File: config.mk
export PLATFORM = sky130hd
export DESIGN_NAME = mersenne_trial_driver
export DESIGN_NICKNAME = d
export VERILOG_FILES = /design/src/rtl/mersenne_pkg.sv /design/src/rtl/mersenne_trial_driver_mod_double.sv /design/src/rtl/mersenne_trial_driver.sv
export SDC_FILE = /design/constraint.sdc
export NUM_CORES = 1
export LEC_CHECK = 0
export BUFFER_PORTS_ARGS = -buffer_cell sky130_fd_sc_hd__buf_2
export CORE_ASPECT_RATIO = 1.1
export CORE_MARGIN = 5
export CORE_UTILIZATION = 40
export CTS_BUF_LIST = sky130_fd_sc_hd__clkbuf_8
export DETAILED_ROUTE_END_ITERATION = 16
export HOLD_SLACK_MARGIN = 0.08
export PLACE_DENSITY = 0.6
export SLEW_MARGIN = 20
export SYNTH_ARGS = -nofsm -noshare
export SYNTH_HDL_FRONTEND = slang
export SYNTH_SLANG_ARGS = --single-unit
export TNS_END_PERCENT = 10
File: constraint.sdc
create_clock -name sys_clk -period 11.2 [get_ports sys_clk]
set_input_delay 1.12 -clock sys_clk [delete_from_list [all_inputs] [get_ports sys_clk]]
set_output_delay 1.12 -clock sys_clk [all_outputs]
set_load 0.05 [all_outputs]
File: src/rtl/mersenne_pkg.sv
`default_nettype none
// ============================================================================
//  Module      : mersenne_pkg
//  Description : Shared types and constants for the Mersenne trial-factoring
//                sequencer (state encoding, default widths, divider width).
//  Revision    : 1.0 - initial release
// ============================================================================
package mersenne_pkg;

    localparam int EXP_W_DEFAULT = 32;
    localparam int Q_W_DEFAULT   = 16;
    localparam int DIV_W         = 32;

    typedef enum logic [2:0] {
        S_IDLE  = 3'd0,
        S_SCAN  = 3'd1,
        S_SQ    = 3'd2,
        S_START = 3'd3,
        S_WAIT  = 3'd4,
        S_DBL   = 3'd5,
        S_DONE  = 3'd6
    } drv_state_t;

endpackage
`default_nettype wire

File: src/rtl/mersenne_trial_driver_mod_double.sv
`default_nettype none
// ============================================================================
//  Module      : mod_double
//  Description : Combinational modular doubling: (2r >= q) ? 2r - q : 2r.
//                Assumes r < q, so a single conditional subtract suffices.
//  Revision    : 1.0 - initial release
// ============================================================================
module mod_double #(
    parameter int Q_W = 16
) (
    input  logic [Q_W-1:0] i_r,
    input  logic [Q_W-1:0] i_q,
    output logic [Q_W-1:0] o_dbl
);

    logic [Q_W:0] w_t;
    logic [Q_W:0] w_q_ext;
    logic [Q_W:0] w_diff;

    // Doubling needs one extra bit so 2r never wraps before the compare
    always_comb begin
        w_t     = {i_r, 1'b0};
        w_q_ext = {1'b0, i_q};
        w_diff  = w_t - w_q_ext;
        o_dbl   = (w_t >= w_q_ext) ? w_diff[Q_W-1:0] : w_t[Q_W-1:0];
    end

endmodule
`default_nettype wire

File: src/rtl/mersenne_trial_driver.sv
`default_nettype none
// ============================================================================
//  Module      : mersenne_trial_driver
//  Description : Computes 2^p mod q by left-to-right square-and-double,
//                issuing each squaring reduction to the external divider over
//                its start/finished handshake. Reports whether q | 2^p - 1.
//  Revision    : 1.0 - initial release
// ============================================================================
module mersenne_trial_driver
    import mersenne_pkg::*;
#(
    parameter int EXP_W = EXP_W_DEFAULT,
    parameter int Q_W   = Q_W_DEFAULT
) (
    input  logic             sys_clk,
    input  logic             sys_rst,
    input  logic             cmd_valid,
    output logic             cmd_ready,
    input  logic [EXP_W-1:0] cmd_exp,
    input  logic [Q_W-1:0]   cmd_q,
    output logic             res_valid,
    input  logic             res_ready,
    output logic             res_divides,
    output logic [Q_W-1:0]   res_residue,
    output logic             res_err,
    output logic             div_start,
    output logic [DIV_W-1:0] div_numerator,
    output logic [DIV_W-1:0] div_denominator,
    input  logic [DIV_W-1:0] div_remainder,
    input  logic             div_finished
);

    localparam int             c_CNT_W    = $clog2(EXP_W + 1);
    localparam logic [c_CNT_W-1:0] c_CNT_INIT = c_CNT_W'(EXP_W);
    localparam logic [c_CNT_W-1:0] c_CNT_ONE  = c_CNT_W'(1);
    localparam logic [Q_W-1:0] c_ONE      = Q_W'(1);
    localparam logic [Q_W-1:0] c_TWO      = Q_W'(2);

    drv_state_t          r_state;
    logic [EXP_W-1:0]    r_e;
    logic [Q_W-1:0]      r_q;
    logic [Q_W-1:0]      r_r;
    logic [c_CNT_W-1:0]  r_cnt;
    logic                r_wait_first;
    logic                r_res_valid;
    logic                r_res_divides;
    logic [Q_W-1:0]      r_res_residue;
    logic                r_res_err;
    logic                r_div_start;
    logic [DIV_W-1:0]    r_div_num;
    logic [DIV_W-1:0]    r_div_den;

    logic [Q_W-1:0]      w_dbl;
    logic [Q_W-1:0]      w_r_next;
    logic [DIV_W-1:0]    w_r_ext;
    logic [DIV_W-1:0]    w_q_ext;

    mod_double #(
        .Q_W   (Q_W)
    ) u_mod_double (
        .i_r   (r_r),
        .i_q   (r_q),
        .o_dbl (w_dbl)
    );

    // Residue after the current S_DBL step, and zero-extended divider operands
    always_comb begin
        w_r_next = r_e[EXP_W-1] ? w_dbl : r_r;
        w_r_ext  = {{(DIV_W-Q_W){1'b0}}, r_r};
        w_q_ext  = {{(DIV_W-Q_W){1'b0}}, r_q};
    end

    // Reset is folded in so no command can be taken while reset is asserted
    assign cmd_ready       = (r_state == S_IDLE) && !sys_rst;
    assign res_valid       = r_res_valid;
    assign res_divides     = r_res_divides;
    assign res_residue     = r_res_residue;
    assign res_err         = r_res_err;
    assign div_start       = r_div_start;
    assign div_numerator   = r_div_num;
    assign div_denominator = r_div_den;

    // Main sequencer: exponent scan, square via divider, conditional double
    always_ff @(posedge sys_clk) begin
        if (sys_rst) begin
            r_state       <= S_IDLE;
            r_e           <= '0;
            r_q           <= '0;
            r_r           <= '0;
            r_cnt         <= '0;
            r_wait_first  <= 1'b0;
            r_res_valid   <= 1'b0;
            r_res_divides <= 1'b0;
            r_res_residue <= '0;
            r_res_err     <= 1'b0;
            r_div_start   <= 1'b0;
            r_div_num     <= '0;
            r_div_den     <= '0;
        end else begin
            r_div_start <= 1'b0;
            case (r_state)
                S_IDLE: begin
                    if (cmd_valid && cmd_ready) begin
                        r_e   <= cmd_exp;
                        r_q   <= cmd_q;
                        r_r   <= c_ONE;
                        r_cnt <= c_CNT_INIT;
                        if (cmd_q < c_TWO) begin
                            r_res_err     <= 1'b1;
                            r_res_residue <= '0;
                            r_res_divides <= 1'b0;
                            r_res_valid   <= 1'b1;
                            r_state       <= S_DONE;
                        end else begin
                            r_state <= S_SCAN;
                        end
                    end
                end
                S_SCAN: begin
                    if (r_cnt == '0) begin
                        // p == 0 lands here with r still 1
                        r_res_err     <= 1'b0;
                        r_res_residue <= r_r;
                        r_res_divides <= (r_r == c_ONE);
                        r_res_valid   <= 1'b1;
                        r_state       <= S_DONE;
                    end else if (!r_e[EXP_W-1]) begin
                        r_e   <= {r_e[EXP_W-2:0], 1'b0};
                        r_cnt <= r_cnt - c_CNT_ONE;
                    end else begin
                        r_state <= S_SQ;
                    end
                end
                S_SQ: begin
                    r_div_num   <= w_r_ext * w_r_ext;
                    r_div_den   <= w_q_ext;
                    r_div_start <= 1'b1;
                    r_state     <= S_START;
                end
                S_START: begin
                    r_wait_first <= 1'b1;
                    r_state      <= S_WAIT;
                end
                S_WAIT: begin
                    // A finished level left over from the last reduction is
                    // not trusted on the first cycle after the start pulse
                    if (r_wait_first) begin
                        r_wait_first <= 1'b0;
                    end else if (div_finished) begin
                        r_r     <= div_remainder[Q_W-1:0];
                        r_state <= S_DBL;
                    end
                end
                S_DBL: begin
                    r_r   <= w_r_next;
                    r_e   <= {r_e[EXP_W-2:0], 1'b0};
                    r_cnt <= r_cnt - c_CNT_ONE;
                    if (r_cnt == c_CNT_ONE) begin
                        r_res_err     <= 1'b0;
                        r_res_residue <= w_r_next;
                        r_res_divides <= (w_r_next == c_ONE);
                        r_res_valid   <= 1'b1;
                        r_state       <= S_DONE;
                    end else begin
                        r_state <= S_SQ;
                    end
                end
                S_DONE: begin
                    if (res_ready) begin
                        r_res_valid <= 1'b0;
                        r_state     <= S_IDLE;
                    end
                end
                default: begin
                    r_state <= S_IDLE;
                end
            endcase
        end
    end

endmodule
`default_nettype wire

==> results of run 1 <==
==> metal layers <==
metal  vias up  track usage (%)
met1      5781             23.8
met3        66             3.48
li1       5702                -
met5         -                0
met2       287             33.6
met4         0             6.79
==> metrics by stage <==
stage               cell area (sq um)  setup slack [ns]  power, W
global route                    15600              3.10   0.00368
finish                          15600              3.74   0.00334
floorplan                       14300              4.70   0.00244
detailed placement              15200              3.78   0.00294
CTS                             15600              3.74   0.00337
global placement                15200              3.81   0.00290
==> power by group through the flow <==
| stage | registers, W | logic [W] | clock network (W) |
|---|---|---|---|
| floorplan | 0.000792 | 0.00165 | 0 |
| global route | 0.000793 | 0.00243 | 0.000453 |
| CTS | 0.000771 | 0.00217 | 0.000434 |
| global placement | 0.000778 | 0.00212 | 0 |
| finish | 0.000775 | 0.00215 | 0.000419 |
| detailed placement | 0.000781 | 0.00216 | 0 |
==> placed cells by master (no fill, tap or decap), drive strengths merged, types with 6 or more instances in the layout <==
| cell | n |
|---|---|
| fa | 164 |
| o21ai | 52 |
| nor4 | 14 |
| dfxtp | 141 |
| nor2 | 94 |
| clkinv | 6 |
| o31ai | 20 |
| o21bai | 11 |
| and3 | 9 |
| buf | 156 |
| nand2 | 198 |
| a31oi | 15 |
| xnor2 | 31 |
| nor4b | 6 |
| conb | 17 |
| inv | 270 |
| nor3 | 50 |
| a21o | 15 |
| or3 | 7 |
| clkbuf | 18 |
| a2bb2oi | 10 |
| nand4 | 7 |
| nor2b | 7 |
| o211ai | 11 |
| a211oi | 11 |
| ha | 119 |
| and2 | 56 |
| a21oi | 138 |
| a221oi | 33 |
| mux2i | 13 |
| nand3 | 14 |
| nand2b | 8 |
| xor2 | 17 |
==> worst paths after layout <==
path / endpoint / slack [ns]
max: div_numerator[28]$_SDFFE_PP0P_ / 3.74
min: div_denominator[12]$_SDFFE_PP0P_ / 0.45
min reg2reg: div_denominator[12]$_SDFFE_PP0P_ / 0.45
max reg2reg: div_numerator[28]$_SDFFE_PP0P_ / 3.74
==> cell usage after synthesis, types with 7 or more instances <==
cell	n
buf_1	8
nand3_1	14
o31ai_1	19
fa_1	164
clkbuf_1	84
a21o_1	15
o211ai_1	10
a21oi_1	135
nand2_1	198
a31oi_1	15
nor2b_1	7
nor4_1	13
xor2_1	17
or3_1	7
and2_1	54
o21bai_1	11
buf_4	18
mux2i_1	13
a2bb2oi_1	10
a211oi_1	9
a221oi_1	31
o21ai_0	47
ha_1	119
nor2_1	94
nand2b_1	8
dfxtp_1	141
inv_1	263
nor3_1	50
nand4_1	7
xnor2_1	31
and3_1	9
==> worst max-delay path, stage by stage (launching register included) <==
cell	delay [ns]
dfxtp_1	0.95
nand2_1	0.26
fa_1	0.54
fa_1	0.49
inv_1	0.04
ha_1	0.29
ha_1	0.32
fa_1	0.54
inv_1	0.06
fa_1	0.53
inv_1	0.05
ha_1	0.37
a21oi_1	0.17
o21bai_1	0.08
a2111oi_0	0.72
o211ai_1	0.20
o21ai_0	0.62
nand2_1	0.18
a21oi_1	0.33
o31a_1	0.29
mux2i_1	0.21
a31oi_1	0.08
==> area by class of cell <==
cell class | instances | area share, %
tap | 444 | 3.57
sequential | 141 | 18.1
clock inverter | 14 | 0.941
inverter | 263 | 6.34
multi-input combinational | 1192 | 64.1
timing repair buffer | 156 | 5.35
clock buffer | 18 | 1.59
==> logic make-up after synthesis <==
| logic type | Yosys count | synth area share (%) |
|---|---|---|
| simple gates | 486 | 16.2 |
| flops | 141 | 19.9 |
| mux | 14 | 0.996 |
| buf+inv | 375 | 10.5 |
| compound gates | 344 | 15.9 |
| xor+xnor | 48 | 2.96 |
| fa+ha+maj | 283 | 33.6 |
| other cells | 1 | 0.0264 |
==> registers in the layout, indices dropped and copies added, names as in the netlist <==
name / count
res_err: 1
r_state: 3
div_numerator: 31
res_divides: 1
div_start: 1
r_e: 32
r_q: 16
r_wait_first: 1
r_cnt: 6
r_r: 16
res_valid: 1
div_denominator: 16
res_residue: 16
==> flow_metrics.env, run 1 <==
export IMPL_outcome="complete, no violations"
export IMPL_insertion_delay_ns=0.49
export IMPL_setup_violations=0
export IMPL_synthToLayoutAreaGrowth_pct=9.67
export IMPL_drive_gt1_share_pct=12.3
export IMPL_fin_cells=2228
export IMPL_grt_total_usage_pct=19.2
export IMPL_drt_iter0_drc=682
export IMPL_grt_pass1_vias=12500
export IMPL_synth_area_sq_um=14200
export IMPL_cts_root_buf="clkbuf_8"
export IMPL_crit_fanout=20
export IMPL_synth_top_cell_by_area="fa_1"
export IMPL_drc=0
export IMPL_hp_class="reg2reg"
export IMPL_antenna_cells=0
export IMPL_finalCritPeriodShare_pct=66.6
export IMPL_cts_resized=0
export IMPL_rows=72
export IMPL_final_core_utilization_pct=44.3
export IMPL_seqPwrFrac_pct=23.2
export IMPL_start_util_pct=40.4
export IMPL_nets=2139
export IMPL_antenna_found_initial=0
export IMPL_met1_length_um=15700
export IMPL_post_cts_buffers=0
export IMPL_synth_area_leaders="fa_1 (23%), dfxtp_1 (20%), ha_1 (10%)"
export IMPL_cp_required_ns=11.55
export IMPL_sw_frac_of_total_pct=52.1
export IMPL_ys_types=72
export IMPL_critPathCaptureType="flop"
export IMPL_crit_path_start="r_r[8]$_SDFFE_PP0P_"
export IMPL_tightest_slew_ns=1.07
export IMPL_htree_levels=4
export IMPL_critPathKind="reg2reg"
export IMPL_min_from="r_q[12]$_SDFFE_PP0P_"
export IMPL_drv_slew=0
export IMPL_grt_max_degree=84
export IMPL_cts_made_buffers=17
export IMPL_clkPwrFrac_pct=12.5
export IMPL_synth_edf_count=0
export IMPL_synth_ff_type="dfxtp_1"
export IMPL_wl_per_cell_um=16.6
export IMPL_path_clk_slew_ns=0.10
export IMPL_hold_depth=2
export IMPL_cts_tree="built"
export IMPL_ys_warn_count=0
export IMPL_fmax_ghz=0.134
export IMPL_globalplace_congestion=0.861
export IMPL_period_minus_slack_ns=7.46
export IMPL_start_kind="flop"
export IMPL_avgViaCountPerCell=5.31
export IMPL_max_cap_violations=0
export IMPL_r2r_start="r_r[8]$_SDFFE_PP0P_"
export IMPL_grt_pass1_wl_um=61900
export IMPL_p_per_area_nw_per_um2=215
export IMPL_dieArea_sq_um=39400
export IMPL_register_area_sq_um=2820
export IMPL_num_io_pins=170
export IMPL_route_met3_wl_um=1710
export IMPL_synth_seq_cells=141
export IMPL_irDropWorstVdd_mv=0.142
export IMPL_setup_tns_ns=0
export IMPL_post_synth_cell_area_avg_sq_um=8.39
export IMPL_cts_sinks=141
export IMPL_die_w_um=190
export IMPL_ant_nets=0
export IMPL_multi_input_area_sq_um=9970
export IMPL_max_slew_margin_pct=28.8
export IMPL_fin_hold_ws_ns=0.445
export IMPL_ctsHoldBuffers=0
export IMPL_p_sw_w=0.00174
export IMPL_grt_ovfl_total=0
export IMPL_wirelength_um=37100
export IMPL_firstDrtPassIters=4
export IMPL_hold_violations=0
export IMPL_arrival_ns=7.82
export IMPL_yosysSeqAreaShare_pct=19.9
export IMPL_num_vias=11800
export IMPL_synth_cells=1692
export IMPL_p_int_w=0.00160
export IMPL_synth_top_area_share_pct=23.1
export IMPL_hpwl_um=28200
export IMPL_reg2reg_depth=21
export IMPL_maxUsedRoutingLayer="met4"
export IMPL_power_leakage_nw=7.70
export IMPL_grt_setup_unrepaired="false"
export IMPL_die_height_um=208
export IMPL_cts_buffer_depth=2
export IMPL_skew_ns=0.0165
export IMPL_io_buffer_count=136
export IMPL_dp_cells=2196
export IMPL_async_flop_share_pct=0
export IMPL_power_frac_comb_pct=64.3
export IMPL_core_area_sq_um=35100
export IMPL_dr_wl_met2_um=18400
export IMPL_fillers=3554
No activity file was read; power rests on OpenSTA's default activity.
==> inputs of run 2 (changes only) <==
Clock period 11.2 ns to 7.1 ns, I/O delays scaled along.
==> flow_metrics.env, run 2 (same netlist as run 1, synthesis figures left out) <==
export IMPL_hp_class="in2reg"
export IMPL_p_int_w=0.00261
export IMPL_seqPwrFrac_pct=22.8
export IMPL_drive_gt1_share_pct=13.6
export IMPL_drv_slew=0
export IMPL_wirelength_um=37000
export IMPL_setup_tns_ns=0
export IMPL_synthToLayoutAreaGrowth_pct=11.0
export IMPL_regMostFlops="r_e"
export IMPL_rows=72
export IMPL_globalplace_congestion=0.915
export IMPL_path_clk_slew_ns=0.10
export IMPL_skew_ns=0.0161
export IMPL_wl_per_cell_um=16.4
export IMPL_power_leakage_nw=7.83
export IMPL_min_to="r_q[0]$_SDFFE_PP0P_"
export IMPL_die_w_um=190
export IMPL_core_area_sq_um=35100
export IMPL_irDropWorstVdd_mv=0.187
export IMPL_finalCritPeriodShare_pct=95.3
export IMPL_grt_ovfl_total=0
export IMPL_fin_hold_ws_ns=0.440
export IMPL_reg2reg_depth=25
export IMPL_grt_total_usage_pct=19.0
export IMPL_cts_resized=0
export IMPL_hold_depth=3
export IMPL_drc=0
export IMPL_place_area_sq_um=15300
export IMPL_htree_levels=4
export IMPL_power_frac_comb_pct=64.0
export IMPL_firstDrtPassIters=5
export IMPL_grt_setup_unrepaired="false"
export IMPL_sw_frac_of_total_pct=51.6
export IMPL_period_minus_slack_ns=6.76
export IMPL_final_cell_mix="inv_1 (263), nand2_1 (198), fa_1 (164)"
export IMPL_min_from="cmd_q[0]"
export IMPL_max_stage_delay_ns=0.53
export IMPL_drt_iter0_drc=598
export IMPL_cts_made_buffers=17
export IMPL_max_slew_margin_pct=28.9
export IMPL_tightest_slew_ns=1.06
export IMPL_avgViaCountPerCell=5.28
export IMPL_final_common_cell="inv_1"
export IMPL_hold_violations=0
export IMPL_rrSetupSlack_ns=0.34
export IMPL_largest_register_ffs=32
export IMPL_r2r_end="div_numerator[31]$_SDFFE_PP0P_"
export IMPL_cp_top_family="adder cells"
export IMPL_cts_buffer_depth=2
export IMPL_cts_sinks=141
export IMPL_grt_pass1_wl_um=61500
export IMPL_num_vias=11900
export IMPL_post_cts_buffers=0
export IMPL_fmax_ghz=0.148
export IMPL_p_per_area_nw_per_um2=341
export IMPL_p_sw_w=0.00277
export IMPL_cts_root_buf="clkbuf_8"
export IMPL_cp_required_ns=7.49
export IMPL_io_buffer_count=136
export IMPL_die_height_um=208
export IMPL_start_kind="flop"
export IMPL_dieArea_sq_um=39400
export IMPL_max_cap_violations=0
export IMPL_antenna_cells=0
export IMPL_crit_buf_inv=7
export IMPL_r2r_start="r_r[3]$_SDFFE_PP0P_"
export IMPL_stdcell_area_sq_um=15800
export IMPL_ant_nets=0
export IMPL_critPathCaptureType="flop"
export IMPL_grt_pass1_vias=12300
export IMPL_cp_slowest_cell="fa_1"
export IMPL_cts_tree="built"
export IMPL_ctsHoldBuffers=0
export IMPL_nets=2161
export IMPL_critPathKind="reg2reg"
export IMPL_outcome="complete, no violations"
export IMPL_insertion_delay_ns=0.48
export IMPL_crit_path_frequent_cell="inv_1"
export IMPL_grt_max_degree=84
export IMPL_antenna_found_initial=0
export IMPL_hpwl_um=28700
export IMPL_setup_violations=0
export IMPL_clkPwrFrac_pct=13.1
export IMPL_crit_fanout=11
export IMPL_arrival_ns=7.15
export IMPL_num_io_pins=170
export IMPL_start_util_pct=40.4
## run 2: cell count changes in the layout (fill, tap and decap cells not counted), sizes merged
cell,before,now
inv,270,274
clkinv,6,2
buf,156,178
clkinvlp,1,0
bufinv,0,1
## run 2: metal layers
| layer | part of all wire [%] | GRT usage (%) |
|---|---|---|
| met2 | 50 | 33.3 |
| met1 | 42 | 23.9 |
| met3 | 5.4 | 3.70 |
| met5 | 0 | 0 |
| met4 | 2.4 | 5.24 |
## run 2: how the worst max path moves through the flow
stage	start	end	slack, ns	cells after the start
5_1_grt	r_r[3]$_SDFFE_PP0P_	div_numerator[31]$_SDFFE_PP0P_	0.005	25
3_5_place_dp	r_r[2]$_SDFFE_PP0P_	div_numerator[28]$_SDFFE_PP0P_	0.25	26
2_1_floorplan	r_r[10]$_SDFFE_PP0P_	div_numerator[31]$_SDFFE_PP0P_	0.60	23
6_report	r_r[3]$_SDFFE_PP0P_	div_numerator[31]$_SDFFE_PP0P_	0.34	25
3_3_place_gp	r_r[4]$_SDFFE_PP0P_	div_numerator[28]$_SDFFE_PP0P_	0.30	25
4_1_cts	r_r[2]$_SDFFE_PP0P_	div_numerator[28]$_SDFFE_PP0P_	0.21	26
## run 2: cell type report
cell class / instances / area, sq um
flip-flops and latches: 141 / 2830
fillers: 3517 / 19400
inverters: 263 / 987
well taps: 444 / 556
multi-input cells: 1192 / 9970
clock inverters: 14 / 166
clock buffers: 18 / 248
repair buffers: 178 / 998
## run 2: power by group through the flow
stage	combinational [W]	sequential, W	clock [W]
after floorplan	0.00260	0.00125	0
after CTS	0.00347	0.00122	0.000728
after global routing	0.00389	0.00126	0.000762
after detailed placement	0.00345	0.00124	0
final	0.00344	0.00123	0.000706
after global placement	0.00340	0.00123	0
## run 2: stage by stage
step                utilization [%]  cells  power [W]  setup slack [ns]
floorplan                         -   1708    0.00385             0.599
global placement               43.6   2218    0.00463             0.301
detailed placement             43.6   2218    0.00469             0.251
CTS                            44.8   2250    0.00542             0.206
global route                   44.8   2250    0.00590           0.00522
finish                         44.8   2250    0.00538             0.336
## run 2: worst register-to-register path, delay by kind of cell, from the launching register on
| family | cells | cell delay (ns) |
|---|---|---|
| buffers and inverters | 7 | 0.36 |
| adder cells (fa/ha/maj) | 7 | 3.34 |
| flip-flops | 1 | 0.50 |
| AO/OA/AOI/OAI | 8 | 1.92 |
| XOR/XNOR | 1 | 0.10 |
| AND/OR/NAND/NOR | 2 | 0.45 |
==> inputs of run 3 (changes only) <==
Settings changed: CORE_UTILIZATION 40 to 55, PLACE_DENSITY 0.6 to 0.78, RECOVER_POWER set to 50.
==> flow_metrics.env, run 3 (same netlist as run 1, synthesis figures left out) <==
export IMPL_setup_violations=0
export IMPL_drv_slew=97
export IMPL_critPathKind="reg2reg"
export IMPL_skew_ns=0.0237
export IMPL_max_slew_margin_pct=-6.47
export IMPL_p_total_w=0.00536
export IMPL_rrSetupSlack_ns=0.29
export IMPL_ant_nets=0
export IMPL_grt_total_usage_pct=25.2
export IMPL_reg2reg_depth=24
export IMPL_r2r_end="div_numerator[31]$_SDFFE_PP0P_"
export IMPL_period_minus_slack_ns=6.81
export IMPL_grt_ovfl_total=0
export IMPL_fmax_ghz=0.147
export IMPL_violations="max-capacitance violations, max-slew violations"
export IMPL_cts_tree="built"
export IMPL_antenna_found_initial=1
export IMPL_final_common_cell="inv_1"
export IMPL_max_cap_violations=3
export IMPL_wirelength_um=35700
export IMPL_firstDrtPassIters=5
export IMPL_largest_register_ffs=32
export IMPL_dp_slack_ns=0.239
export IMPL_power_leakage_nw=7.51
export IMPL_cts_root_buf="clkbuf_8"
export IMPL_path_clk_slew_ns=0.10
export IMPL_start_util_pct=56.0
export IMPL_antenna_cells=0
export IMPL_start_kind="flop"
export IMPL_cp_required_ns=7.47
export IMPL_grt_pass1_vias=12400
export IMPL_final_cell_mix="inv_1 (263), nand2_1 (198), fa_1 (164)"
export IMPL_rows=61
export IMPL_layout_setup_ws_ns=0.289
export IMPL_insertion_delay_ns=0.48
export IMPL_core_area_sq_um=25300
export IMPL_arrival_ns=7.18
export IMPL_hpwl_um=27900
export IMPL_dieArea_sq_um=29100
export IMPL_crit_fanout=10
export IMPL_setup_tns_ns=0
export IMPL_num_vias=12100
export IMPL_die_height_um=178
export IMPL_htree_levels=4
export IMPL_num_io_pins=170
export IMPL_r2r_start="r_r[2]$_SDFFE_PP0P_"
export IMPL_fillers=2269
export IMPL_grt_pass1_wl_um=59400
export IMPL_outcome="finished with violations"
export IMPL_die_w_um=163
export IMPL_drt_iter0_drc=883
export IMPL_wl_per_cell_um=16.6
export IMPL_grt_max_degree=91
export IMPL_finalCritPeriodShare_pct=95.9
export IMPL_tightest_slew_ns=1.60
export IMPL_hp_class="in2reg"
export IMPL_drc=0
export IMPL_irDropWorstVdd_mv=0.247
export IMPL_cts_buffer_depth=2
export IMPL_critPathCaptureType="flop"
export IMPL_crit_path_start="r_r[2]$_SDFFE_PP0P_"
export IMPL_ctsHoldBuffers=0
export IMPL_nets=2160
export IMPL_hold_violations=0
export IMPL_grt_setup_unrepaired="false"
export IMPL_regMostFlops="r_e"
export IMPL_fin_hold_ws_ns=0.447
export IMPL_drive_gt1_share_pct=9.42
export IMPL_io_buffer_count=136
export IMPL_cp_endpoint="div_numerator[31]$_SDFFE_PP0P_"
export IMPL_synthToLayoutAreaGrowth_pct=9.49
export IMPL_final_core_utilization_pct=61.3
export IMPL_avgViaCountPerCell=5.63
export IMPL_cts_made_buffers=17
export IMPL_p_per_area_nw_per_um2=345
export IMPL_globalplace_congestion=0.921
export IMPL_cts_sinks=141
==> run 3: cell count changes in the layout (fill, tap and decap cells not counted), moves of 2 or more <==
cell | previous run | this run
buf_2 | 135 | 68
clkinv_8 | 1 | 6
clkbuf_1 | 0 | 69
buf_4 | 43 | 40
dfxtp_2 | 4 | 1
dfxtp_1 | 137 | 140
inv_6 | 5 | 2
inv_8 | 6 | 4
==> run 3: critical path, cell delays in order, from the launching register on <==
cell and delay (ns):
dfxtp_1 0.45, and2_1 0.25, fa_1 0.51, inv_1 0.05, fa_1 0.48, inv_1 0.05
fa_1 0.49, inv_1 0.05, fa_1 0.47, inv_1 0.05, fa_1 0.53, inv_1 0.05
fa_1 0.52, inv_1 0.04, ha_1 0.35, and3_1 0.25, a221oi_2 0.28, o211ai_1 0.20
a211o_1 0.34, a21o_1 0.29, a211oi_4 0.33, o21ai_2 0.12, a31oi_1 0.24, xnor2_1 0.11
a21o_1 0.18
==> run 3: where the power goes <==
group	switching (W)	internal, W
Clock	0.000414	0.000275
Sequential	0.000216	0.000993
Combinational	0.00217	0.00130
Total	0.00280	0.00256
==> run 3: what timing repair did <==
item | in CTS | in global routing
buffers inserted | 0 | 0
gates resized for setup | 0 | 2
endpoints found under the setup margin | 0 | 3
==> run 3: worst min path at each step <==
stage,to,slack [ns],cells after the start,from
CTS,r_q[0]$_SDFFE_PP0P_,0.42,3,cmd_q[0]
global placement,div_denominator[9]$_SDFFE_PP0P_,0.44,2,r_q[9]$_SDFFE_PP0P_
detailed placement,div_numerator[20]$_SDFFE_PP0P_,0.44,2,div_numerator[20]$_SDFFE_PP0P_
finish,r_q[0]$_SDFFE_PP0P_,0.45,3,cmd_q[0]
floorplan,div_denominator[10]$_SDFFE_PP0P_,0.43,2,r_q[10]$_SDFFE_PP0P_
global route,r_q[0]$_SDFFE_PP0P_,0.43,3,cmd_q[0]
==> run 3: routing by layer <==
metal / GRT usage (%) / share of wire, % / up-vias
met1: 30.3 / 39 / 5843
met4: 7.83 / 2.8 / 2
li1: - / - / 5741
met3: 5.22 / 7.5 / 81
met5: 0 / 0.020 / -
met2: 45.3 / 51 / 433
==> run 3: layout make-up <==
| class | instances | area (sq um) | area share [%] |
|---|---|---|---|
| clock buffers | 17 | 234 | 1.51 |
| multi-input cells | 1192 | 9970 | 64.2 |
| flip-flops and latches | 141 | 2820 | 18.2 |
| clock inverters | 15 | 193 | 1.24 |
| repair buffers | 177 | 900 | 5.79 |
| inverters | 263 | 987 | 6.35 |
| well taps | 346 | 433 | 2.79 |
==> run 3: through the flow <==
step	area (sq um)	std cells
6_report	15500	2151
3_5_place_dp	15200	2119
2_1_floorplan	14300	1708
3_3_place_gp	15200	2119
5_1_grt	15500	2151
4_1_cts	15600	2151
